File: config.mk
export PLATFORM = sky130hd
export DESIGN_NAME = canvas_write_ctrl_flat
export DESIGN_NICKNAME = d
export VERILOG_FILES = /design/src/rtl/canvas_write_ctrl_if.sv /design/src/rtl/canvas_write_ctrl.sv /design/src/flat_wrapper.sv
export SDC_FILE = /design/constraint.sdc
export NUM_CORES = 1
export LEC_CHECK = 0
export ABC_CLOCK_PERIOD_IN_PS = 8300
export BUFFER_PORTS_ARGS = -buffer_cell sky130_fd_sc_hd__buf_2
export CORE_ASPECT_RATIO = 0.9
export CORE_MARGIN = 3
export CORE_UTILIZATION = 40
export DETAILED_ROUTE_END_ITERATION = 7
export MAX_ROUTING_LAYER = met4
export PLACE_DENSITY = 0.56
export SLEW_MARGIN = 5
export SYNTH_ARGS = -nofsm -noshare
export SYNTH_HDL_FRONTEND = slang
export SYNTH_SLANG_ARGS = --single-unit
File: constraint.sdc
create_clock -name clk -period 8.3 [get_ports clk]
set_input_delay 0 -clock clk [delete_from_list [all_inputs] [get_ports clk]]
set_output_delay 0 -clock clk [all_outputs]
set_load 0.005 [all_outputs]
File: src/rtl/canvas_write_ctrl_if.sv
// Bus bundle between the canvas write controller and its surroundings:
// mouse/draw inputs on one side, BRAM port A and status on the other.
interface canvas_write_ctrl_if #(
  parameter int ADDR_W = 10
);
  // Drawing control and cursor inputs
  logic              enable;
  logic              MOUSE_LEFT;
  logic [9:0]        mouse_x;
  logic [9:0]        mouse_y;
  logic              clear_req;

  // BRAM port A and status outputs
  logic              mem_we;
  logic [ADDR_W-1:0] mem_addr;
  logic              mem_din;
  logic              busy;
  logic              clear_done;

  // Controller side: consumes cursor/button, drives the BRAM port
  modport master (
    input  enable,
    input  MOUSE_LEFT,
    input  mouse_x,
    input  mouse_y,
    input  clear_req,
    output mem_we,
    output mem_addr,
    output mem_din,
    output busy,
    output clear_done
  );

  // Environment side: supplies cursor/button, observes the BRAM port
  modport slave (
    output enable,
    output MOUSE_LEFT,
    output mouse_x,
    output mouse_y,
    output clear_req,
    input  mem_we,
    input  mem_addr,
    input  mem_din,
    input  busy,
    input  clear_done
  );
endinterface

File: src/rtl/canvas_write_ctrl.sv
// Writer side of the handwriting canvas BRAM. Turns the mouse cursor and
// left button into 1-bit ink writes with a 2x2-cell brush, skips repeat
// writes into the cell last painted, and sweeps the whole canvas to blank
// on a clear request. All bus outputs are registered.
module canvas_write_ctrl #(
  parameter int CANVAS_X0 = 208,
  parameter int CANVAS_Y0 = 128,
  parameter int GRID_W    = 28,
  parameter int GRID_H    = 28,
  parameter int SCALE_SH  = 3,
  parameter int ADDR_W    = 10
) (
  input  logic                  clk,
  input  logic                  rst,
  canvas_write_ctrl_if.master   bus
);

  // Canvas extents in screen pixels and the last cell address of the grid
  localparam int CANVAS_W = GRID_W << SCALE_SH;
  localparam int CANVAS_H = GRID_H << SCALE_SH;
  localparam int CELLS    = GRID_W * GRID_H;

  localparam logic [10:0] X_LO = 11'(CANVAS_X0);
  localparam logic [10:0] X_HI = 11'(CANVAS_X0 + CANVAS_W);
  localparam logic [10:0] Y_LO = 11'(CANVAS_Y0);
  localparam logic [10:0] Y_HI = 11'(CANVAS_Y0 + CANVAS_H);

  localparam logic [ADDR_W-1:0] LAST_ADDR = ADDR_W'(CELLS - 1);

  // Controller states
  localparam logic [1:0] ST_IDLE  = 2'd0;
  localparam logic [1:0] ST_PAINT = 2'd1;
  localparam logic [1:0] ST_CLEAR = 2'd2;

  // Brush slot k covers (col + k[0], row + k[1]). Returns {in_grid, addr};
  // slots falling off the right or bottom edge come back with in_grid = 0.
  function automatic logic [ADDR_W:0] brush_slot(
    input logic [9:0] c0,
    input logic [9:0] r0,
    input logic [1:0] slot
  );
    logic [10:0]       c;
    logic [10:0]       r;
    logic              ok;
    logic [ADDR_W-1:0] lin;
    c   = {1'b0, c0} + {10'd0, slot[0]};
    r   = {1'b0, r0} + {10'd0, slot[1]};
    ok  = (c < 11'(GRID_W)) && (r < 11'(GRID_H));
    lin = ADDR_W'(({11'd0, r} * 22'(GRID_W)) + {11'd0, c});
    return {ok, lin};
  endfunction

  // Registered state
  logic [1:0]        state_r;
  logic [1:0]        slot_r;
  logic [9:0]        cell_col_r;
  logic [9:0]        cell_row_r;
  logic [9:0]        last_col_r;
  logic [9:0]        last_row_r;
  logic              last_valid_r;
  logic              clr_pend_r;
  logic              mem_we_r;
  logic [ADDR_W-1:0] mem_addr_r;
  logic              mem_din_r;
  logic              busy_r;
  logic              clear_done_r;

  // Hit test and cell decode (full width, no wrap)
  logic [10:0]       x_ext_s;
  logic [10:0]       y_ext_s;
  logic [10:0]       dx_s;
  logic [10:0]       dy_s;
  logic              inside_s;
  logic [9:0]        hit_col_s;
  logic [9:0]        hit_row_s;
  logic              same_cell_s;
  logic              start_paint_s;
  logic              start_clear_s;
  logic [ADDR_W:0]   first_slot_s;
  logic [ADDR_W:0]   next_slot_s;
  logic [1:0]        slot_inc_s;

  assign x_ext_s   = {1'b0, bus.mouse_x};
  assign y_ext_s   = {1'b0, bus.mouse_y};
  assign dx_s      = x_ext_s - X_LO;
  assign dy_s      = y_ext_s - Y_LO;
  assign inside_s  = (x_ext_s >= X_LO) && (x_ext_s < X_HI) &&
                     (y_ext_s >= Y_LO) && (y_ext_s < Y_HI);
  assign hit_col_s = 10'(dx_s >> SCALE_SH);
  assign hit_row_s = 10'(dy_s >> SCALE_SH);

  // A held button that stays in the cell just painted must not repaint it
  assign same_cell_s   = last_valid_r && (hit_col_s == last_col_r) &&
                         (hit_row_s == last_row_r);
  assign start_paint_s = bus.enable && bus.MOUSE_LEFT && inside_s && !same_cell_s;
  assign start_clear_s = bus.clear_req || clr_pend_r;

  // Slot 0 comes from the live cursor; later slots from the latched cell
  assign slot_inc_s   = slot_r + 2'd1;
  assign first_slot_s = brush_slot(hit_col_s, hit_row_s, 2'd0);
  assign next_slot_s  = brush_slot(cell_col_r, cell_row_r, slot_inc_s);

  // Main controller: state, brush sequencing, clear sweep and registered outputs
  always_ff @(posedge clk or posedge rst) begin
    if (rst) begin
      state_r      <= ST_IDLE;
      slot_r       <= 2'd0;
      cell_col_r   <= 10'd0;
      cell_row_r   <= 10'd0;
      last_col_r   <= 10'd0;
      last_row_r   <= 10'd0;
      last_valid_r <= 1'b0;
      clr_pend_r   <= 1'b0;
      mem_we_r     <= 1'b0;
      mem_addr_r   <= '0;
      mem_din_r    <= 1'b0;
      busy_r       <= 1'b0;
      clear_done_r <= 1'b0;
    end else begin
      clear_done_r <= 1'b0;
      case (state_r)
        ST_IDLE: begin
          if (!bus.MOUSE_LEFT) begin
            last_valid_r <= 1'b0;
          end
          if (start_clear_s) begin
            // Clear wins over painting; first blank write goes out now
            state_r    <= ST_CLEAR;
            clr_pend_r <= 1'b0;
            busy_r     <= 1'b1;
            mem_we_r   <= 1'b1;
            mem_din_r  <= 1'b0;
            mem_addr_r <= '0;
          end else if (start_paint_s) begin
            state_r      <= ST_PAINT;
            slot_r       <= 2'd0;
            cell_col_r   <= hit_col_s;
            cell_row_r   <= hit_row_s;
            last_col_r   <= hit_col_s;
            last_row_r   <= hit_row_s;
            last_valid_r <= 1'b1;
            busy_r       <= 1'b1;
            mem_we_r     <= first_slot_s[ADDR_W];
            mem_din_r    <= 1'b1;
            mem_addr_r   <= first_slot_s[ADDR_W-1:0];
          end else begin
            busy_r     <= 1'b0;
            mem_we_r   <= 1'b0;
            mem_din_r  <= 1'b0;
            mem_addr_r <= '0;
          end
        end

        ST_PAINT: begin
          // A clear arriving mid-brush is remembered, never dropped
          if (bus.clear_req) begin
            clr_pend_r <= 1'b1;
          end
          if (slot_r == 2'd3) begin
            state_r    <= ST_IDLE;
            busy_r     <= 1'b0;
            mem_we_r   <= 1'b0;
            mem_din_r  <= 1'b0;
            mem_addr_r <= '0;
          end else begin
            // Off-grid slots still take their cycle, just with we low
            slot_r     <= slot_inc_s;
            mem_we_r   <= next_slot_s[ADDR_W];
            mem_din_r  <= 1'b1;
            mem_addr_r <= next_slot_s[ADDR_W-1:0];
          end
        end

        ST_CLEAR: begin
          // The output address doubles as the sweep counter
          if (mem_addr_r == LAST_ADDR) begin
            state_r      <= ST_IDLE;
            busy_r       <= 1'b0;
            mem_we_r     <= 1'b0;
            mem_din_r    <= 1'b0;
            mem_addr_r   <= '0;
            clear_done_r <= 1'b1;
            last_valid_r <= 1'b0;
          end else begin
            mem_we_r   <= 1'b1;
            mem_din_r  <= 1'b0;
            mem_addr_r <= mem_addr_r + ADDR_W'(1);
          end
        end

        default: begin
          state_r    <= ST_IDLE;
          busy_r     <= 1'b0;
          mem_we_r   <= 1'b0;
          mem_din_r  <= 1'b0;
          mem_addr_r <= '0;
        end
      endcase
    end
  end

  assign bus.mem_we     = mem_we_r;
  assign bus.mem_addr   = mem_addr_r;
  assign bus.mem_din    = mem_din_r;
  assign bus.busy       = busy_r;
  assign bus.clear_done = clear_done_r;

endmodule
File: src/flat_wrapper.sv
// flat-port wrapper written by rule: the top's interface ports become plain ports
module canvas_write_ctrl_flat 
#(
  parameter int CANVAS_X0 = 208,
  parameter int CANVAS_Y0 = 128,
  parameter int GRID_W    = 28,
  parameter int GRID_H    = 28,
  parameter int SCALE_SH  = 3,
  parameter int ADDR_W    = 10
)
  (clk, rst, bus_enable, bus_MOUSE_LEFT, bus_mouse_x, bus_mouse_y, bus_clear_req, bus_mem_we, bus_mem_addr, bus_mem_din, bus_busy, bus_clear_done);
  canvas_write_ctrl_if #(.ADDR_W(ADDR_W)) bus_i ();
  input  logic clk;
  input  logic rst;
  input wire logic [$bits(bus_i.enable)-1:0] bus_enable;
  input wire logic [$bits(bus_i.MOUSE_LEFT)-1:0] bus_MOUSE_LEFT;
  input wire logic [$bits(bus_i.mouse_x)-1:0] bus_mouse_x;
  input wire logic [$bits(bus_i.mouse_y)-1:0] bus_mouse_y;
  input wire logic [$bits(bus_i.clear_req)-1:0] bus_clear_req;
  output wire logic [$bits(bus_i.mem_we)-1:0] bus_mem_we;
  output wire logic [$bits(bus_i.mem_addr)-1:0] bus_mem_addr;
  output wire logic [$bits(bus_i.mem_din)-1:0] bus_mem_din;
  output wire logic [$bits(bus_i.busy)-1:0] bus_busy;
  output wire logic [$bits(bus_i.clear_done)-1:0] bus_clear_done;
  assign bus_i.enable = bus_enable;
  assign bus_i.MOUSE_LEFT = bus_MOUSE_LEFT;
  assign bus_i.mouse_x = bus_mouse_x;
  assign bus_i.mouse_y = bus_mouse_y;
  assign bus_i.clear_req = bus_clear_req;
  assign bus_mem_we = bus_i.mem_we;
  assign bus_mem_addr = bus_i.mem_addr;
  assign bus_mem_din = bus_i.mem_din;
  assign bus_busy = bus_i.busy;
  assign bus_clear_done = bus_i.clear_done;
  canvas_write_ctrl #(.CANVAS_X0(CANVAS_X0), .CANVAS_Y0(CANVAS_Y0), .GRID_W(GRID_W), .GRID_H(GRID_H), .SCALE_SH(SCALE_SH), .ADDR_W(ADDR_W)) u_core (.clk(clk), .rst(rst), .bus(bus_i));
endmodule
# == After elaboration in Yosys (flattened, before gate mapping) ==
# Index checks and enable logic that the tools add are counted.
# word_totals
elab_cells,101
output_inout_bits,14
in_bits,25
regBits,36
# op_classes
n_lt_le_gt_ge,8
mux,36
reduce_logical,21
addsub,8
bitwise,1
n_eq_ne,14
n_mul,2
# op_table
operator,n
2-to-1 mux 10 bit,4
case mux 10 bit (3 select lines),1
"< comparator 11 x 5 -> 1 bit, second input constant",2
"subtractor 10 x 8 -> 11 bit, second input constant",2
"greater-or-equal comparator 10 x 8 -> 1 bit, second input constant",2
"< comparator 10 x 9 -> 1 bit, second input constant",2
adder 8 x 1 -> 9 bit,2
2-to-1 mux 1 bit,17
== test 8 bit,2
"< comparator 8 x 5 -> 1 bit, second input constant",2
2-to-1 mux 2 bit,7
"multiplier 11 x 3 -> 8 bit, second input constant",1
"adder 10 x 1 -> 10 bit, second input constant",1
adder 10 bit,1
adder 10 x 8 -> 10 bit,1
"== test 10 bit, second input constant",1
logical AND 1 bit,10
AND reduction 3 bit,3
"multiplier 8 x 3 -> 8 bit, second input constant",1
"inequality test 2 x 1 -> 1 bit, second input constant",4
"inequality test 2 bit, second input constant",3
case mux 1 bit (2 select lines),3
case mux 1 bit (3 select lines),2
case mux 2 bit (3 select lines),1
12 further kinds,15

# == Longest topological paths before layout ==
# Gate-level depths: netlist of the first run.
# depth
depth_word,9
mapped_depth,18

# == Worst setup path after synthesis of the first run ==
# No wires, ideal clock.
# synth_path
path_kind,register to register
startpoint,register u_core.slot_r[0]
endpoint,register u_core.mem_addr_r[9] (netlist: u_core.bus.mem_addr[9])
period_less_slack_ps,4147
stages_incl_launch_ff,17
setup_slack_ps,4153
n_path_buf,0
t_arrival_ps,4021
setup_ps,126
path_cell_list,dfrtp_1 ha_1 ha_1 ha_1 xor2_1 fa_1 ha_1 fa_1 a21o_1 a21oi_1 xnor2_1 ha_1 nor4_1 o21ai_0 o21ai_0 xor3_1 a221o_1
# synth_via
elab_chain_cells,6
# synth_rtl
item,line,source
"start, declared",canvas_write_ctrl.sv:55,logic [1:0] slot_r;
"start signal, assigned",canvas_write_ctrl.sv:167,slot_r <= slot_inc_s;
adder 2 x 1 -> 2 bit,canvas_write_ctrl.sv:99,assign slot_inc_s = slot_r + 2'd1;
adder 8 x 1 -> 9 bit,canvas_write_ctrl.sv:47,"r = {1'b0, r0} + {10'd0, slot[1]};"
multiplier 11 x 3 -> 8 bit,canvas_write_ctrl.sv:49,"lin = ADDR_W'(({11'd0, r} * 22'(GRID_W)) + {11'd0, c});"
adder 10 bit,canvas_write_ctrl.sv:49,
2-to-1 mux 10 bit *,canvas_write_ctrl.sv:159,if (slot_r == 2'd3) begin
case mux 10 bit (3 select lines) *,canvas_write_ctrl.sv:121,case (state_r)
"end signal, assigned",canvas_write_ctrl.sv:145,mem_addr_r <= first_slot_s[ADDR_W-1:0];
"end signal, assigned",canvas_write_ctrl.sv:170,mem_addr_r <= next_slot_s[ADDR_W-1:0];
"end signal, assigned",canvas_write_ctrl.sv:187,mem_addr_r <= mem_addr_r + ADDR_W'(1);
"end, declared",canvas_write_ctrl.sv:63,logic [ADDR_W-1:0] mem_addr_r;
# Every way passes the cells marked *; elsewhere a longest branch is shown, timed or not.
# A chain may end at the register's enable or synchronous reset.

# == Worst setup path in the final report of the first run ==
# Same ends and word-level chain as after synthesis.

==> results of run 1 <==
==> registers in the layout (all words and copies together) (netlist names) <==
| signal | flops |
|---|---|
| u_core.clr_pend_r | 1 |
| u_core.slot_r | 2 |
| u_core.bus.clear_done | 1 |
| u_core.cell_row_r | 8 |
| u_core.bus.mem_din | 1 |
| u_core.state_r | 2 |
| u_core.last_valid_r | 1 |
| u_core.bus.mem_we | 1 |
| u_core.bus.busy | 1 |
| u_core.bus.mem_addr | 10 |
| u_core.cell_col_r | 8 |
==> worst paths after layout <==
| kind | start | to | slack, ps | cells past startpoint |
|---|---|---|---|---|
| worst max-delay path | u_core.slot_r[0] | u_core.bus.mem_addr[9] | 3800 | 16 |
| worst min-delay path | bus_mouse_y[7] | u_core.cell_row_r[4] | 40 | 2 |
| worst max register to register | u_core.slot_r[0] | u_core.bus.mem_addr[9] | 3800 | 16 |
| worst min register to register | u_core.clr_pend_r | u_core.clr_pend_r | 500 | 2 |
| max in group asynchronous | rst | u_core.cell_col_r[5] | 7610 | 4 |
| min in group asynchronous | rst | u_core.bus.mem_din | 340 | 4 |
==> what timing repair did <==
action | CTS | global route
hold buffers | 2 | 0
gates resized for setup | 0 | 0
endpoints found under the hold margin | 37 | 0
==> through the flow <==
stage / area, sq um / cells / worst slack (ps) / power [mW] / hold slack, ps
6_report: 4170 / 553 / 3800 / 0.493 / 37.8
5_1_grt: 4170 / 553 / 3540 / 0.520 / 45.6
4_1_cts: 4170 / 553 / 3820 / 0.495 / 33.1
3_5_place_dp: 4050 / 543 / 3830 / 0.334 / 144
3_3_place_gp: 4050 / 543 / 3960 / 0.333 / 138
2_1_floorplan: 3770 / 398 / 4150 / 0.286 / 145
==> cells by family (layout without fill, tap and decap cells) <==
| kind of cell | after synthesis | count (layout) | share of synthesized area (%) |
|---|---|---|---|
| AND/OR/NAND/NOR | 98 | 98 | 13.4 |
| AO/OA/AOI/OAI | 77 | 77 | 14.4 |
| XOR/XNOR | 62 | 62 | 15.1 |
| adder cells (fa/ha/maj) | 55 | 55 | 20.4 |
| buffers and inverters | 50 | 86 | 5.70 |
| flip-flops | 36 | 36 | 23.9 |
| multiplexers | 20 | 20 | 7.06 |
==> per-layer routing <==
| layer | vias to the layer above | GRT usage [%] | share of wire (%) |
|---|---|---|---|
| met1 | 1418 | 25.6 | 50 |
| met4 | 0 | 4.17 | 0.78 |
| li1 | 1464 | - | - |
| met2 | 68 | 28.3 | 46 |
| met3 | 7 | 2.45 | 3.9 |
| met5 | - | - | 0 |
==> layout by cell type, fill, tap and decap left out, types with 4 or more instances in the layout <==
cell type and n:
inv_1 37, buf_2 38, xnor2_1 41, o21a_1 4, nand4_1 5, o21ai_0 10
fa_1 11, o21bai_1 5, nor2_1 24, a221o_1 5, a21o_1 10, clkbuf_8 5
nand2_1 18, nor4_1 6, or2_2 7, nor3_1 7, mux2_4 13, xor2_1 19
mux2i_1 6, nand3_1 12, dfrtp_1 36, a21oi_1 20, ha_1 44
==> power breakdown <==
part	total (mW)	internal, mW	switching (mW)
sequential	0.175	0.175	0
combinational	0.157	0.0655	0.0919
clock	0.160	0.0893	0.0706
==> cell type report <==
class | count | area, sq um | area share, %
Timing Repair Buffer | 41 | 218 | 5.22
Clock inverter | 2 | 35.0 | 0.840
Inverter | 37 | 139 | 3.33
Multi-Input combinational cell | 312 | 2660 | 63.7
Tap cell | 119 | 149 | 3.57
Sequential cell | 36 | 901 | 21.6
Clock buffer | 6 | 72.6 | 1.74
==> results.py, run 1 <==
metrics = {
    "run_status": {
        "status": "completed",
    },
    "routing": {
        "vias": 2957,
        "first_iter_violations": 136,
        "vias_per_cell": 5.35,
        "drtAntennaViolNets": 0,
        "dr.pass1.iters": 4,
        "wl_microns": 9030,
        "wl_per_cell_microns": 16.3,
        "drc": 0,
    },
    "worst_setup_path": {
        "critPathBufInv": 0,
        "end_kind": "flip-flop",
        "path_max_fanout": 5,
        "cp_data_required_time_ps": 8480,
        "crit_arrival_ps": 4680,
        "critical_path_class": "flip-flop to flip-flop",
        "cpLargestDelayFamily": "adder cells",
        "startpoint_type": "flip-flop",
        "cpMostUsedCell": "ha_1",
        "crit_slowest_cell": "fa_1",
        "worstPathCellList": "ha_1 > ha_1 > ha_1 > xor2_1 > fa_1 > ha_1 > fa_1 > a21o_1 > a21oi_1 > xnor2_1 > ha_1 > nor4_1 > o21ai_0 > o21ai_0 > xor3_1 > a221o_1",
        "max_stage_delay_ps": 500,
    },
    "sta": {
        "worst_pin_slew_ps": 867,
        "fmax_ghz": 0.222,
        "slew_headroom_pct": 42.2,
        "finalHoldViolCount": 0,
        "fin_crit_sh_pct": 54.2,
        "rsz0062_at_grt": "false",
        "clock_skew_ps": 10.4,
        "drv_slew": 0,
        "final.min_clock_period_ps": 4500,
        "setup_viol": 0,
        "tns_ps": 0,
    },
    "clock_tree": {
        "clk_latency_ps": 300,
        "cts_setup_buffers": 0,
        "ctsLongestPathBuffers": 2,
        "cts_tree": "done",
        "cts_root_buf": "clkbuf_8",
        "cts_num_sinks": 36,
        "numCtsBuffers": 5,
        "clkTransAtPathRegs_ps": 80,
        "htree_levels": 2,
    },
    "yosys": {
        "synth_edf_count": 0,
        "ys_ff_latch": 36,
        "ys_top_cells_by_area": "dfrtp_1, ha_1, xnor2_1",
        "ys_top_cells_by_count": "ha_1, xnor2_1, inv_1",
        "syn_area_sq_mm": 0.00377,
        "synth_top_area_share_pct": 23.9,
        "ys_warn_count": 0,
        "synth_top_flop_cell": "dfrtp_1",
        "yosys.cell_types.count": 57,
        "yosysMostFrequentCell": "ha_1",
        "syn_area_per_cell_sq_um": 9.48,
        "netlist_instances": 398,
        "syn_nets": 478,
        "synthArstFlopShare_pct": 100,
        "synth-seq-area-share_pct": 23.9,
        "synth_top_cell_by_area": "dfrtp_1",
    },
    "die": {
        "fp.dieH_microns": 98.2,
        "row_count": 32,
        "die_x_microns": 108,
        "io_pins": 39,
        "start_util_pct": 42.5,
        "dieArea_sq_mm": 0.0106,
        "core_area_sq_mm": 0.00889,
    },
    "finish": {
        "final_core_util_pct": 46.9,
        "nNetsFinal": 513,
        "layout-drive-gt1-share_pct": 17.3,
        "n_fill_cell": 878,
        "n_antenna_cell": 0,
        "area_growth_pct": 10.5,
    },
    "hold_path": {
        "min_path_type": "input pin to flip-flop",
    },
    "grt": {
        "grt_pass1_vias": 2991,
        "grt_max_degree": 37,
        "grt_first_pass_wirelength_microns": 15000,
        "grt-ovfl-total": 0,
        "antenna_found_initial": 0,
        "grt_use_total_pct": 18.4,
    },
    "job": {
        "maxCapViolCount": 0,
    },
    "power_and_ir_drop": {
        "p_per_area_mw_per_mm2": 118,
        "leakage_nw": 2.13,
        "ir_drop_mv": 0.0656,
    },
    "place": {
        "io_buffers": 38,
        "gp_congestion": 0.836,
        "dpl.hpwl_microns": 7280,
    },
}
Power figures use the tool's default switching activity.
==> run 2: changes to the inputs <==
--- a/config.mk
+++ b/config.mk
@@ -5,14 +5,14 @@
 export SDC_FILE = /design/constraint.sdc
 export NUM_CORES = 1
 export LEC_CHECK = 0
-export ABC_CLOCK_PERIOD_IN_PS = 8300
+export ABC_CLOCK_PERIOD_IN_PS = 3900
 export BUFFER_PORTS_ARGS = -buffer_cell sky130_fd_sc_hd__buf_2
 export CORE_ASPECT_RATIO = 0.9
 export CORE_MARGIN = 3
 export CORE_UTILIZATION = 40
 export DETAILED_ROUTE_END_ITERATION = 7
 export MAX_ROUTING_LAYER = met4
-export PLACE_DENSITY = 0.56
+export PLACE_DENSITY = 0.58
 export SLEW_MARGIN = 5
 export SYNTH_ARGS = -nofsm -noshare
 export SYNTH_HDL_FRONTEND = slang
==> constraint.sdc (replaced) <==
create_clock -name clk -period 3.9 [get_ports clk]
set_input_delay 0 -clock clk [delete_from_list [all_inputs] [get_ports clk]]
set_output_delay 0 -clock clk [all_outputs]
set_load 0.005 [all_outputs]
==> results.py, run 2 (synthesis results as in run 1) <==
metrics = {
    "job": {
        "maxCapViolCount": 0,
    },
    "power_and_ir_drop": {
        "p_clk_share_pct": 27.5,
        "switchingPower_mw": 0.339,
        "p_seq_share_pct": 38.1,
        "p_int_mw": 0.640,
        "p_total_mw": 0.979,
        "switching_share_pct": 34.6,
        "p_per_area_mw_per_mm2": 218,
        "leakage_nw": 2.22,
        "comb_power_share_pct": 34.4,
        "ir_drop_mv": 0.137,
    },
    "hold_path": {
        "holdPathEnd": "u_core.cell_row_r[4]",
        "min_path_cells": 2,
        "min_from": "bus_mouse_y[7]",
        "min_path_type": "input pin to flip-flop",
    },
    "die": {
        "fp.dieH_microns": 98.2,
        "io_pins": 39,
        "core_area_sq_mm": 0.00889,
        "dieArea_sq_mm": 0.0106,
        "die_x_microns": 108,
        "start_util_pct": 42.5,
        "row_count": 32,
    },
    "clock_tree": {
        "ctsLongestPathBuffers": 2,
        "cts_root_buf": "clkbuf_8",
        "cts_num_sinks": 36,
        "clk_latency_ps": 290,
        "clkTransAtPathRegs_ps": 70,
        "numCtsBuffers": 5,
        "cts_tree": "done",
        "htree_levels": 2,
    },
    "worst_setup_path": {
        "rrSetupSlack_ps": 4,
        "rr_worst_depth": 15,
        "end_kind": "flip-flop",
        "crit_arrival_ps": 4060,
        "critical_path_class": "flip-flop to flip-flop",
        "cp_data_required_time_ps": 4070,
        "startpoint_type": "flip-flop",
        "r2r_end": "u_core.bus.mem_addr[9]",
        "r2r-start": "u_core.slot_r[0]",
        "path_max_fanout": 3,
    },
    "finish": {
        "n_antenna_cell": 0,
        "layout-drive-gt1-share_pct": 25.6,
        "largest_register_ffs": 10,
        "nNetsFinal": 533,
        "layout_common_cells": "xnor2_1, buf_2, ha_1, dfrtp_1, inv_1",
        "area_growth_pct": 19.2,
    },
    "grt": {
        "grt-ovfl-total": 0,
        "grt_use_total_pct": 18.8,
        "grt_first_pass_wirelength_microns": 15100,
        "grt_pass1_vias": 2965,
        "antenna_found_initial": 0,
        "grt_max_degree": 37,
    },
    "sta": {
        "rsz0062_at_grt": "true",
        "finalHoldViolCount": 0,
        "slew_headroom_pct": 42.3,
        "fmax_ghz": 0.257,
        "setup_viol": 0,
        "tns_ps": 0,
        "timing.hold.ws_ps": 50.0,
        "drv_slew": 0,
        "clock_skew_ps": 14.3,
        "worst_pin_slew_ps": 866,
        "final.min_clock_period_ps": 3900,
        "fin_crit_sh_pct": 99.9,
    },
    "routing": {
        "wl_per_cell_microns": 16.2,
        "drtAntennaViolNets": 0,
        "drc": 0,
        "vias": 3021,
        "dr.pass1.iters": 4,
        "vias_per_cell": 5.27,
        "first_iter_violations": 129,
        "wl_microns": 9260,
    },
    "place": {
        "dpl.hpwl_microns": 7340,
        "gp_congestion": 0.877,
        "io_buffers": 38,
    },
    "run_status": {
        "status": "completed",
    },
}
run 2: cell types whose count changed in the layout (fill, tap and decap cells not counted), sizes merged:
| cell | before | now |
|---|---|---|
| bufinv | 1 | 0 |
| clkbuf | 6 | 7 |
| buf | 39 | 59 |
run 2: area by class of cell:
cell class	instances	area (sq um)
fill	867	4390
clock inverter	1	8.76
tap	119	149
inverter	37	139
timing repair buffer	61	375
clock buffer	7	76.3
multi-input combinational	312	2850
sequential	36	901
run 2: timing repair:
| item | 4_1_cts | 5_1_grt |
|---|---|---|
| pin swaps | 9 | 10 |
| hold buffers | 2 | 0 |
| gates cloned | 0 | 0 |
| buffers inserted | 7 | 1 |
| endpoints found under the hold margin | 37 | 0 |
| setup endpoints to repair | 1 | 2 |
| resized for setup | 8 | 15 |
run 2: layer usage:
layer  vias to the layer above  wire [microns]  global-route usage (%)
met3                        12             389                    2.71
met2                        65            4280                    28.6
met4                         0             169                    5.44
li1                       1495               -                       -
met5                         -               0                       -
met1                      1449            4420                    25.9
run 2: power by group through the flow:
stage / Combinational [mW] / Clock [mW] / Sequential [mW]
3_5_place_dp: 0.331 / 0 / 0.380
2_1_floorplan: 0.229 / 0 / 0.380
6_report: 0.337 / 0.269 / 0.373
4_1_cts: 0.335 / 0.277 / 0.373
3_3_place_gp: 0.324 / 0 / 0.380
5_1_grt: 0.372 / 0.292 / 0.373
run 2: per-stage QoR:
step / utilization, % / worst slack, ps / cell area (sq um) / std cells
finish: 50.6 / 4.23 / 4500 / 573
global placement: 47.2 / -56.0 / 4200 / 555
global route: 50.6 / -123 / 4500 / 573
CTS: 49.5 / -72.2 / 4400 / 572
detailed placement: 47.2 / -204 / 4200 / 555
floorplan: - / 9.27 / 3830 / 398
run 2: worst max path at each step:
stage / start / end
5_1_grt: u_core.slot_r[0] / u_core.bus.mem_addr[9]
3_3_place_gp: u_core.slot_r[0] / u_core.bus.mem_addr[9]
2_1_floorplan: u_core.slot_r[0] / u_core.bus.mem_addr[9]
3_5_place_dp: u_core.slot_r[1] / u_core.bus.mem_addr[9]
6_report: u_core.slot_r[0] / u_core.bus.mem_addr[9]
4_1_cts: u_core.slot_r[1] / u_core.bus.mem_addr[9]
run 2: worst max-delay path, stage by stage, from the launching register on:
cell and delay (ps):
dfrtp_1 410, ha_4 290, ha_4 140, ha_4 170, xor2_4 210, fa_1 450
ha_2 200, fa_2 370, a21o_1 190, a21oi_2 160, xnor2_1 140, ha_1 260
o21a_1 110, o21ai_1 140, xor3_1 240, a221o_1 300
